`src/rtl/uart_tx_serializer.sv`:
```
// UART transmitter: serialises one byte per accepted request as start, 8 data bits LSB first,
// optional parity and 1 or 2 stop bits. A level request must drop before a new frame is accepted.
module uart_tx_serializer #(
  parameter int CLK_FREQ   = 50_000_000,
  parameter int BAUD_RATE  = 115_200,
  parameter bit PARITY_EN  = 1'b0,
  parameter bit PARITY_ODD = 1'b0,
  parameter int STOP_BITS  = 1
) (
  input  logic       clk,
  input  logic       rst,
  input  logic       tx_start,
  input  logic [7:0] tx_data,
  output logic       tx,
  output logic       tx_busy,
  output logic       tx_done
);

  localparam int BIT_TICKS = CLK_FREQ / BAUD_RATE;
  localparam int CNT_W     = (BIT_TICKS > 1) ? $clog2(BIT_TICKS) : 1;
  localparam logic [CNT_W-1:0] CNT_LAST  = CNT_W'(BIT_TICKS - 1);
  localparam logic [CNT_W-1:0] CNT_ONE   = CNT_W'(1);
  localparam logic [2:0]       STOP_LAST = 3'(STOP_BITS - 1);

  typedef enum logic [2:0] {
    ST_IDLE   = 3'd0,
    ST_START  = 3'd1,
    ST_DATA   = 3'd2,
    ST_PARITY = 3'd3,
    ST_STOP   = 3'd4
  } state_t;

  function automatic logic parity_bit(input logic [7:0] data, input logic odd);
    return (^data) ^ odd;
  endfunction

  state_t           state_r;
  logic [CNT_W-1:0] cnt_r;
  logic [2:0]       idx_r;
  logic [7:0]       shift_r;
  logic             par_r;
  logic             armed_r;
  logic             boundary_s;

  assign boundary_s = (cnt_r == CNT_LAST);

  // Frame sequencer; the bit index doubles as the stop-bit counter since it wraps to 0 after DATA.
  always_ff @(posedge clk or negedge rst) begin
    if (!rst) begin
      state_r <= ST_IDLE;
      tx      <= 1'b1;
      tx_busy <= 1'b0;
      tx_done <= 1'b0;
      cnt_r   <= '0;
      idx_r   <= 3'd0;
      shift_r <= 8'd0;
      par_r   <= 1'b0;
      armed_r <= 1'b0;
    end else begin
      tx_done <= 1'b0;
      case (state_r)
        ST_IDLE: begin
          cnt_r <= '0;
          idx_r <= 3'd0;
          if (!tx_start) begin
            armed_r <= 1'b1;
          end else if (armed_r) begin
            shift_r <= tx_data;
            par_r   <= parity_bit(tx_data, PARITY_ODD);
            armed_r <= 1'b0;
            tx_busy <= 1'b1;
            tx      <= 1'b0;
            state_r <= ST_START;
          end
        end
        ST_START: begin
          if (boundary_s) begin
            cnt_r   <= '0;
            tx      <= shift_r[0];
            state_r <= ST_DATA;
          end else begin
            cnt_r <= cnt_r + CNT_ONE;
          end
        end
        ST_DATA: begin
          if (boundary_s) begin
            cnt_r <= '0;
            idx_r <= idx_r + 3'd1;
            if (idx_r == 3'd7) begin
              if (PARITY_EN) begin
                tx      <= par_r;
                state_r <= ST_PARITY;
              end else begin
                tx      <= 1'b1;
                state_r <= ST_STOP;
              end
            end else begin
              shift_r <= {1'b0, shift_r[7:1]};
              tx      <= shift_r[1];
            end
          end else begin
            cnt_r <= cnt_r + CNT_ONE;
          end
        end
        ST_PARITY: begin
          if (boundary_s) begin
            cnt_r   <= '0;
            tx      <= 1'b1;
            state_r <= ST_STOP;
          end else begin
            cnt_r <= cnt_r + CNT_ONE;
          end
        end
        ST_STOP: begin
          if (boundary_s) begin
            cnt_r <= '0;
            if (idx_r == STOP_LAST) begin
              idx_r   <= 3'd0;
              tx_busy <= 1'b0;
              tx_done <= 1'b1;
              state_r <= ST_IDLE;
            end else begin
              idx_r <= idx_r + 3'd1;
            end
          end else begin
            cnt_r <= cnt_r + CNT_ONE;
          end
        end
        default: begin
          tx      <= 1'b1;
          tx_busy <= 1'b0;
          cnt_r   <= '0;
          idx_r   <= 3'd0;
          state_r <= ST_IDLE;
        end
      endcase
    end
  end

endmodule

```
`config.mk`:
```
export PLATFORM = sky130hd
export DESIGN_NAME = uart_tx_serializer
export DESIGN_NICKNAME = d
export VERILOG_FILES = /design/src/rtl/uart_tx_serializer.sv
export SDC_FILE = /design/constraint.sdc
export NUM_CORES = 1
export LEC_CHECK = 0
export BUFFER_PORTS_ARGS = -buffer_cell sky130_fd_sc_hd__buf_2
export CORE_MARGIN = 4
export CORE_UTILIZATION = 57
export DETAILED_ROUTE_END_ITERATION = 8
export GPL_TIMING_DRIVEN = 1
export PLACE_DENSITY = 0.77
export REMOVE_ABC_BUFFERS = 1
export SKIP_CTS_REPAIR_TIMING = 1
export SYNTH_ARGS = -nofsm -noshare
export SYNTH_HDL_FRONTEND = slang
export SYNTH_SLANG_ARGS = --single-unit
```
`constraint.sdc`:
```
create_clock -name clk -period 2.3 [get_ports clk]
set_input_delay 0.23 -clock clk [delete_from_list [all_inputs] [get_ports clk]]
set_output_delay 0.23 -clock clk [all_outputs]
set_load 0.02 [all_outputs]
```
==> impl_metrics.yaml, run 1 <==
run_status:
  status: "complete, no violations"
global_routing:
  grt_usage_pct: 16.8
  grt_pass1_vias: 1013
  grt_overflow: 0
  grt-busiest-layer: "met2"
  gr-usage-met3_pct: 2.71
  grt_pass1_wl_um: 4370
  grtUsageMet2_pct: 28.1
  met1_usage_pct: 20.9
  grt_antenna_before_repair: 0
  grt_max_degree: 28
synth:
  yosysTopAreaCell: "dfrtp_1"
  syn_area_um2: 1390
  ys_ff_latch: 27
  netlist_top_cells_area: "dfrtp_1 47%, mux2i_1 5.0%, nor2_1 4.9%"
  synth_top_area_share_pct: 46.8
  synthCells: 132
  async_flop_share_pct: 100
  postSynthAreaPerCell_um2: 10.5
  yosysUniqueCellTypes: 39
  synth_edf_count: 0
  synth_top_flop_cell: "dfrtp_1"
  synth-seq-area-share_pct: 48.7
  yosysWarnings: 0
cells_and_area:
  area_growth_pct: 7.82
  multi_input_area_um2: 664
  drive_above_1_share_pct: 15.9
  fill_cells: 185
  diodes: 0
  seqCellArea_um2: 677
  nets: 162
power:
  intPower_mw: 0.819
  p_seq_share_pct: 57.7
  p_per_area_nw_per_um2: 835
  ir_drop_mv: 0.567
  combPwrFrac_pct: 26.0
  total_power_mw: 1.25
  power.switching_mw: 0.434
  total_leakage_power_nw: 0.645
  netSwitchingFraction_pct: 34.6
  p_clk_share_pct: 16.3
route:
  drt_wl_total_um: 2480
  antenna_left: 0
  drcViolationCount: 0
  post_drt_wl_per_cell_um: 14.4
  drtIter0Drc: 28
  dr.pass1.iters: 4
  via_count: 1003
  viasPerCell: 5.80
place:
  gp_congestion: 0.833
  hpwl_um: 1740
  port_buffers: 13
timing:
  finalSetupTns_ps: 0
  tightest_slew_ps: 592
  timing.final.hold_violations: 0
  max_freq_mhz: 522
  finalCriticalPeriod_ps: 1920
  finalSetupViolCount: 0
  rsz0062_at_grt: "no"
  fin_crit_sh_pct: 83.3
  maxSlewHeadroom_pct: 60.5
  fin_worst_skew_ps: 7.91
  final_max_slew_viol_count: 0
cts:
  path_clk_slew_ps: 140
  clock-sinks: 27
  clk_latency_ps: 320
  cts_tree: "built"
  cts_buffer_depth: 2
  htree_num_levels: 1
  clock-root-buffer: "clkbuf_4"
  cts_buffers: 3
min_path:
  holdPathEnd: "armed_r$_DFFE_PN0N_"
  whs_path_depth: 2
  min_from: "tx_start"
  worstHoldPathType: "in2reg"
floorplanning:
  ioPinCount: 14
  initial_core_util_pct: 61.1
  die_area_um2: 3300
  core-area_um2: 2280
  rows: 17
  die_w_um: 57.4
  die_h_um: 57.4
setup_path:
  critical_path_arrival_ps: 2160
  crit_path_start_kind: "register"
  end_kind: "register"
  reg2regPathDepth: 6
  r2r_end: "shift_r[3]$_DFFE_PN0P_"
  rr_startpoint: "idx_r[0]$_DFFE_PN0P_"
  critPathKind: "reg2reg"
  rrSetupSlack_ps: 380
  required_ps: 2540
  crit_fanout: 15
run:
  max_cap_viol_count: 0
logic make-up (layout without fill, tap and decap cells):
| logic type | count (synthesis) | after routing | share of synthesized area [%] |
|---|---|---|---|
| compound gates | 31 | 31 | 15.6 |
| xor+xnor | 8 | 8 | 5.04 |
| fa+ha+maj | 5 | 5 | 4.50 |
| buf+inv | 10 | 23 | 3.60 |
| flops | 27 | 27 | 48.7 |
| mux | 8 | 8 | 5.85 |
| simple gates | 43 | 43 | 16.8 |
through the flow:
| step | std cells | utilization [%] | cell area (µm²) | hold slack [ps] | worst slack, ps |
|---|---|---|---|---|---|
| CTS | 172 | 65.5 | 1490 | -96.8 | 380 |
| global placement | 168 | 64.3 | 1460 | 256 | 515 |
| detailed placement | 168 | 64.3 | 1460 | 272 | 434 |
| global route | 173 | 65.9 | 1500 | 79.0 | 227 |
| finish | 173 | 65.9 | 1500 | 89.6 | 385 |
| floorplan | 126 | - | 1360 | -65.6 | 618 |
power by group through the flow:
stage / Sequential [mW] / Combinational, mW / Clock, mW
final: 0.723 / 0.326 / 0.204
after CTS: 0.723 / 0.328 / 0.209
after global routing: 0.745 / 0.377 / 0.231
after floorplan: 0.701 / 0.253 / 0
after global placement: 0.725 / 0.307 / 0
after detailed placement: 0.734 / 0.326 / 0
how the worst max path moves through the flow:
stage	startpoint	depth (start not counted)	to	slack, ps
6_report	idx_r[0]$_DFFE_PN0P_	6	shift_r[3]$_DFFE_PN0P_	380
5_1_grt	idx_r[1]$_DFFE_PN0P_	6	shift_r[2]$_DFFE_PN0P_	230
4_1_cts	idx_r[0]$_DFFE_PN0P_	6	shift_r[3]$_DFFE_PN0P_	380
3_5_place_dp	idx_r[0]$_DFFE_PN0P_	6	shift_r[3]$_DFFE_PN0P_	430
3_3_place_gp	idx_r[1]$_DFFE_PN0P_	6	shift_r[1]$_DFFE_PN0P_	520
2_1_floorplan	idx_r[0]$_DFFE_PN0P_	6	shift_r[7]$_DFFE_PN0P_	620
registers in the layout (all words and copies together) (netlist names):
name     count
armed_r      1
tx_busy      1
shift_r      8
idx_r        3
state_r      3
tx_done      1
tx           1
cnt_r        9
cell usage after synthesis (2+ instances only):
library cell,number
xnor2_1,5
nand2_1,8
dfrtp_1,26
a21oi_1,12
nand3b_1,2
a22o_1,3
inv_1,4
ha_1,5
nor2_1,18
clkbuf_1,2
a31oi_1,7
nand3_1,2
nor3_1,2
nand2b_1,3
mux2i_1,7
xor2_1,3
worst max-delay path: stages (launching register included):
cell and delay, ps:
dfrtp_1 420, ha_1 210, ha_1 180, nand2b_1 190, o31ai_4 520, a21oi_1 140, a31oi_1 170
layout make-up:
| class | instances | share of cell area, % |
|---|---|---|
| clock buffer | 4 | 1.75 |
| inverter | 4 | 1.00 |
| multi-input combinational | 95 | 44.3 |
| sequential | 27 | 45.1 |
| tap | 28 | 2.34 |
| timing repair buffer | 15 | 5.50 |
cells in the final DEF (no fill, tap or decap), drive strengths merged, types with 2 or more instances in the layout:
cell,instances
clkbuf,4
buf,14
nand3,2
ha,5
o31ai,2
mux2i,7
a21oi,12
xnor2,5
a22o,3
inv,4
nor2,18
nor3,2
nand3b,2
a31oi,7
nand2b,3
xor2,3
dfrtp,26
nand2,8
per-layer routing:
metal / share of wire, % / up-vias / wire length [µm]
met5: 0 / - / 0
met4: 2.3 / 0 / 57
met3: 3.2 / 6 / 79
met2: 48 / 15 / 1200
met1: 46 / 486 / 1150
li1: - / 496 / -
Note: power is estimated with default switching activity, not from simulation.
==> run 2, diff against run 1 <==
--- a/config.mk
+++ b/config.mk
@@ -5,12 +5,13 @@
 export SDC_FILE = /design/constraint.sdc
 export NUM_CORES = 1
 export LEC_CHECK = 0
+export ABC_AREA = 1
 export BUFFER_PORTS_ARGS = -buffer_cell sky130_fd_sc_hd__buf_2
 export CORE_MARGIN = 4
-export CORE_UTILIZATION = 57
+export CORE_UTILIZATION = 52
 export DETAILED_ROUTE_END_ITERATION = 8
 export GPL_TIMING_DRIVEN = 1
-export PLACE_DENSITY = 0.77
+export PLACE_DENSITY = 0.74
 export REMOVE_ABC_BUFFERS = 1
 export SKIP_CTS_REPAIR_TIMING = 1
 export SYNTH_ARGS = -nofsm -noshare
==> constraint.sdc (replaced) <==
create_clock -name clk -period 1.54 [get_ports clk]
set_input_delay 0.154 -clock clk [delete_from_list [all_inputs] [get_ports clk]]
set_output_delay 0.154 -clock clk [all_outputs]
set_load 0.02 [all_outputs]
==> run 2 against run 1 <==
- non-clock buffer count grew 8
- power grew to 2.6 times the previous value
- flip-flop and latch count is the same
- sequential share of layout area shrank 6.8 points
- register-to-register slack lost 380 ps
- critical path depth grew 3
- via count grew 28%
- die area grew 14%
- global-route usage is essentially flat
- critical path type unchanged
- highest routed layer unchanged
==> impl_metrics.yaml, run 2 <==
run_status:
  status: "complete, no violations"
synth:
  yosysWarnings: 0
  netlist_top_cells_area: "dfrtp_1 44%, nand2_1 18%, nand3_1 4.7%"
  postSynthAreaPerCell_um2: 7.74
  yosysUniqueCellTypes: 25
  yosysMostFrequentCell: "nand2_1"
  synthCells: 191
  synth_top_area_share_pct: 44.0
  ys_ff_latch: 27
  syn_area_um2: 1480
  synth_edf_count: 0
  synth_top_flop_cell: "dfrtp_1"
  netlist_top_cells_count: "70 x nand2_1, 26 x dfrtp_1, 17 x inv_1"
  async_flop_share_pct: 100
  synth-seq-area-share_pct: 45.8
  yosysTopAreaCell: "dfrtp_1"
cts:
  cts_buffers: 3
  cts_tree: "built"
  path_clk_slew_ps: 150
  clk_latency_ps: 340
  clock-sinks: 27
  htree_num_levels: 1
  clock-root-buffer: "clkbuf_4"
  cts_buffer_depth: 2
setup_path:
  critPathBufInv: 3
  required_ps: 1790
  end_kind: "register"
  critPathKind: "reg2reg"
  crit_fanout: 5
  critical_path.cell_chain: "inv_2 > nand2_2 > nor2_4 > o21ai_2 > nand2_1 > buf_6 > clkinvlp_4 > nand3_1 > nand2_1"
  slowest_delay_ps: 480
  crit_family: "simple AND/OR/NAND/NOR gates"
  crit_path_start_kind: "register"
  critical_path_arrival_ps: 1780
  critPathMostFrequentCell: "nand2_1"
  crit_slowest_cell: "dfrtp_1"
cells_and_area:
  final_common_cell: "nand2_1"
  most-common-layout-cells: "66 x nand2_1, 24 x dfrtp_1, 16 x inv_1"
  nets: 235
  diodes: 0
  fill_cells: 226
  finalInstanceArea_um2: 1770
  area_growth_pct: 19.9
  largest_reg_flops: 9
  top_regs: "cnt_r x9, shift_r x8"
  instances_no_fill: 249
  top_register: "cnt_r"
  drive_above_1_share_pct: 29.8
place:
  port_buffers: 13
  place_area_um2: 1590
  dp.cells: 236
  place_worst_setup_slack_ps: -16.4
  hpwl_um: 2070
  gp_congestion: 0.912
route:
  drcViolationCount: 0
  via_count: 1288
  drtIter0Drc: 68
  drt_wl_total_um: 3110
  dr.pass1.iters: 4
  antenna_left: 0
  post_drt_wl_per_cell_um: 12.5
  viasPerCell: 5.17
timing:
  finalSetupTns_ps: 0
  finalCriticalPeriod_ps: 1540
  final_max_slew_viol_count: 0
  fin_crit_sh_pct: 99.7
  max_freq_mhz: 651
  finalSetupViolCount: 0
  fin_ws_ps: 4.43
  rsz0062_at_grt: "yes"
  tightest_slew_ps: 595
  maxSlewHeadroom_pct: 60.3
  timing.final.hold_violations: 0
  fin_worst_skew_ps: 1.98
global_routing:
  grt_antenna_before_repair: 0
  grt_max_degree: 28
  grt_usage_pct: 16.9
  grt_pass1_vias: 1148
  grt_overflow: 0
  grt_pass1_wl_um: 4840
power:
  p_per_area_nw_per_um2: 1850
  ir_drop_mv: 1.18
  total_leakage_power_nw: 0.941
floorplanning:
  die_area_um2: 3760
  die_h_um: 61.3
  initial_core_util_pct: 54.1
  rows: 19
  core-area_um2: 2730
  ioPinCount: 14
  die_w_um: 61.3
run:
  max_cap_viol_count: 0
min_path:
  worstHoldPathType: "in2reg"
## run 2: per-stage QoR
stage	hold slack [ps]	total power, mW	util (%)
2_1_floorplan	-142	2.19	-
3_3_place_gp	188	2.47	58.0
3_5_place_dp	203	2.51	58.0
4_1_cts	-188	2.84	59.1
5_1_grt	29.3	3.56	64.9
6_report	47.1	3.28	64.9
## run 2: per-layer routing
| metal | vias up | wire, µm | global-route usage [%] |
|---|---|---|---|
| li1 | 652 | - | - |
| met1 | 607 | 1440 | 22.1 |
| met2 | 25 | 1540 | 28.5 |
| met3 | 4 | 98 | 2.52 |
| met4 | 0 | 36 | 5.45 |
| met5 | - | 0 | 0 |
## run 2: final timing paths
check,from,end,slack (ps),depth (start not counted)
worst min register to register,tx_busy$_DFFE_PN0P_,tx_busy$_DFFE_PN0P_,490,2
min in group asynchronous,rst,tx_done$_DFF_PN0_,330,2
worst min-delay path,tx_data[7],shift_r[7]$_DFFE_PN0P_,50,3
worst max register to register,state_r[1]$_DFFE_PN0P_,shift_r[2]$_DFFE_PN0P_,4,9
max in group asynchronous,rst,state_r[0]$_DFFE_PN0P_,790,2
worst max-delay path,state_r[1]$_DFFE_PN0P_,shift_r[2]$_DFFE_PN0P_,4,9
## run 2: final cells by class
type                    count  area [µm²]  area share [%]
repair buffers             23         159            8.96
flip-flops and latches     27         679            38.3
multi-input cells         140         769            43.4
clock buffers               3        22.5            1.27
repair inverters            1        7.51           0.423
inverters                  23        88.8            5.01
clock inverters             1        7.51           0.423
well taps                  31        38.8            2.19
## run 2: logic make-up after synthesis
| family | count (synthesis) | synth area share (%) |
|---|---|---|
| flip-flops | 27 | 45.8 |
| AND/OR/NAND/NOR | 118 | 36.7 |
| XOR/XNOR | 2 | 1.18 |
| adder cells (fa/ha/maj) | 5 | 4.23 |
| AO/OA/AOI/OAI | 15 | 5.50 |
| buffers and inverters | 24 | 6.60 |
## run 2: worst min-delay path: cells and delay by family
family / cells / cell delay [ps]
buf+inv: 1 / 70
simple gates: 2 / 140
## run 2: where the power goes
group | switching (mW) | internal [mW]
registers | 0.178 | 0.953
clock network | 0.227 | 0.0997
logic | 1.12 | 0.700
==> run 3, diff against run 2 <==
--- a/config.mk
+++ b/config.mk
@@ -7,11 +7,10 @@
 export LEC_CHECK = 0
 export ABC_AREA = 1
 export BUFFER_PORTS_ARGS = -buffer_cell sky130_fd_sc_hd__buf_2
-export CORE_MARGIN = 4
-export CORE_UTILIZATION = 52
+export CORE_UTILIZATION = 58
 export DETAILED_ROUTE_END_ITERATION = 8
 export GPL_TIMING_DRIVEN = 1
-export PLACE_DENSITY = 0.74
+export PLACE_DENSITY = 0.78
 export REMOVE_ABC_BUFFERS = 1
 export SKIP_CTS_REPAIR_TIMING = 1
 export SYNTH_ARGS = -nofsm -noshare
==> constraint.sdc (replaced) <==
create_clock -name clk -period 1.6 [get_ports clk]
set_input_delay 0.16 -clock clk [delete_from_list [all_inputs] [get_ports clk]]
set_output_delay 0.16 -clock clk [all_outputs]
set_load 0.02 [all_outputs]
==> run 3 against run 2 <==
- worst hold slack got worse by 5.0 ps
- via count shrank 3.6%
- non-clock buffer count is 6 lower
- highest routed layer unchanged
- largest power group unchanged
==> impl_metrics.yaml, run 3 (synthesized netlist as in run 2, its figures left out) <==
setup_path:
  critPathBufInv: 3
  required_ps: 1880
  critical_path.cell_chain: "ha_1 > ha_2 > inv_2 > nand3_1 > o21ai_1 > nand2_1 > inv_4 > buf_12 > nand3_1 > nand2_1"
  crit_slowest_cell: "dfrtp_1"
  cp.depth: 10
  slowest_delay_ps: 430
  rrSetupSlack_ps: 40
  end_kind: "register"
  critPathKind: "reg2reg"
  critical_path_arrival_ps: 1840
  crit_fanout: 8
  crit_family: "flip-flops"
  crit_path_start_kind: "register"
  reg2regPathDepth: 10
floorplanning:
  die_w_um: 52.5
  die_h_um: 52.5
  die_area_um2: 2760
  rows: 17
  core-area_um2: 2300
  initial_core_util_pct: 64.4
  ioPinCount: 14
cells_and_area:
  final_common_cell: "nand2_1"
  nets: 228
  largest_reg_flops: 9
  most-common-layout-cells: "69 x nand2_1, 26 x dfrtp_1, 16 x inv_1"
  top_regs: "cnt_r x9, shift_r x8"
  area_growth_pct: 11.6
  fill_cells: 189
  top_register: "cnt_r"
  finish.utilization_pct: 71.8
  diodes: 0
  drive_above_1_share_pct: 20.9
  instances_no_fill: 239
power:
  p_per_area_nw_per_um2: 1740
  p_seq_share_pct: 37.9
  combPwrFrac_pct: 51.3
  total_power_mw: 2.88
  total_leakage_power_nw: 0.905
  intPower_mw: 1.55
  netSwitchingFraction_pct: 46.3
  p_clk_share_pct: 10.9
  power.switching_mw: 1.33
  ir_drop_mv: 1.07
timing:
  rsz0062_at_grt: "yes"
  finalSetupTns_ps: 0
  timing.final.hold_violations: 0
  maxSlewHeadroom_pct: 61.1
  final_max_slew_viol_count: 0
  max_freq_mhz: 643
  tightest_slew_ps: 583
  fin_worst_skew_ps: 6.31
  finalSetupViolCount: 0
  fin_crit_sh_pct: 97.3
  fin_ws_ps: 44.0
  finalCriticalPeriod_ps: 1560
cts:
  cts_tree: "built"
  cts_buffer_depth: 2
  clk_latency_ps: 330
  clock-sinks: 27
  cts_buffers: 3
  htree_num_levels: 1
  clock-root-buffer: "clkbuf_4"
  path_clk_slew_ps: 160
global_routing:
  grt_pass1_wl_um: 4620
  grt_overflow: 0
  grt_pass1_vias: 1110
  grt_max_degree: 28
  grt_antenna_before_repair: 0
  grt_usage_pct: 22.7
place:
  hpwl_um: 2040
  place_worst_setup_slack_ps: 34.4
  gp_congestion: 0.856
  port_buffers: 13
  dp.cells: 232
min_path:
  whs_path_depth: 3
  worstHoldPathType: "in2reg"
route:
  post_drt_wl_per_cell_um: 12.0
  dr_wl_met3_um: 88
  drcViolationCount: 0
  dr.pass1.iters: 5
  top_layer_used: "met4"
  antenna_left: 0
  met1_length_um: 1370
  drt_wl_total_um: 2870
  via_count: 1241
  viasPerCell: 5.19
  drtIter0Drc: 48
  wl_met2_um: 1370
run_status:
  status: "complete, no violations"
run:
  max_cap_viol_count: 0
run 3: cell count changes in the layout (fill, tap and decap cells not counted), moves of 3 or more:
cell	delta
buf_4	-5
nand2_1	+3
nand2_2	-3
o21ai_1	+3
o21ai_2	-3
run 3: area by class of cell:
type / instances / area (µm²) / share of cell area (%)
Clock buffer: 3 / 22.5 / 1.36
Clock inverter: 1 / 7.51 / 0.455
Inverter: 23 / 88.8 / 5.38
Multi-Input combinational cell: 140 / 709 / 43.0
Sequential cell: 27 / 677 / 41.0
Tap cell: 28 / 35.0 / 2.12
Timing Repair Buffer: 17 / 110 / 6.67
run 3: power by group through the flow:
stage / Combinational (mW) / Sequential (mW) / Clock (mW)
after floorplan: 1.01 / 1.09 / 0
after global placement: 1.28 / 1.09 / 0
after detailed placement: 1.33 / 1.10 / 0
after CTS: 1.34 / 1.09 / 0.309
after global routing: 1.67 / 1.12 / 0.334
final: 1.48 / 1.09 / 0.312
run 3: path summary, 6_finish.rpt:
check,from,to
worst min register to register,shift_r[3]$_DFFE_PN0P_,shift_r[3]$_DFFE_PN0P_
worst max-delay path,idx_r[0]$_DFFE_PN0P_,shift_r[0]$_DFFE_PN0P_
max in group asynchronous,rst,shift_r[3]$_DFFE_PN0P_
min in group asynchronous,rst,cnt_r[8]$_DFF_PN0_
worst min-delay path,tx_data[7],shift_r[7]$_DFFE_PN0P_
worst max register to register,idx_r[0]$_DFFE_PN0P_,shift_r[0]$_DFFE_PN0P_
run 3: per-layer routing:
layer	vias to the layer above	GRT usage, %
li1	637	-
met1	563	30.3
met2	33	37.6
met3	8	2.61
met4	0	8.33
met5	-	0
run 3: worst min-delay path, stage by stage:
cell and delay, ps:
buf_2 80, nand3_1 60, nand2_1 60
run 3: metrics by stage:
| step | cell area, µm² | hold WS, ps |
|---|---|---|
| after floorplan | 1470 | -136 |
| after global placement | 1580 | 190 |
| after detailed placement | 1580 | 198 |
| after CTS | 1610 | -183 |
| after global routing | 1650 | 67.8 |
| final | 1650 | 42.1 |
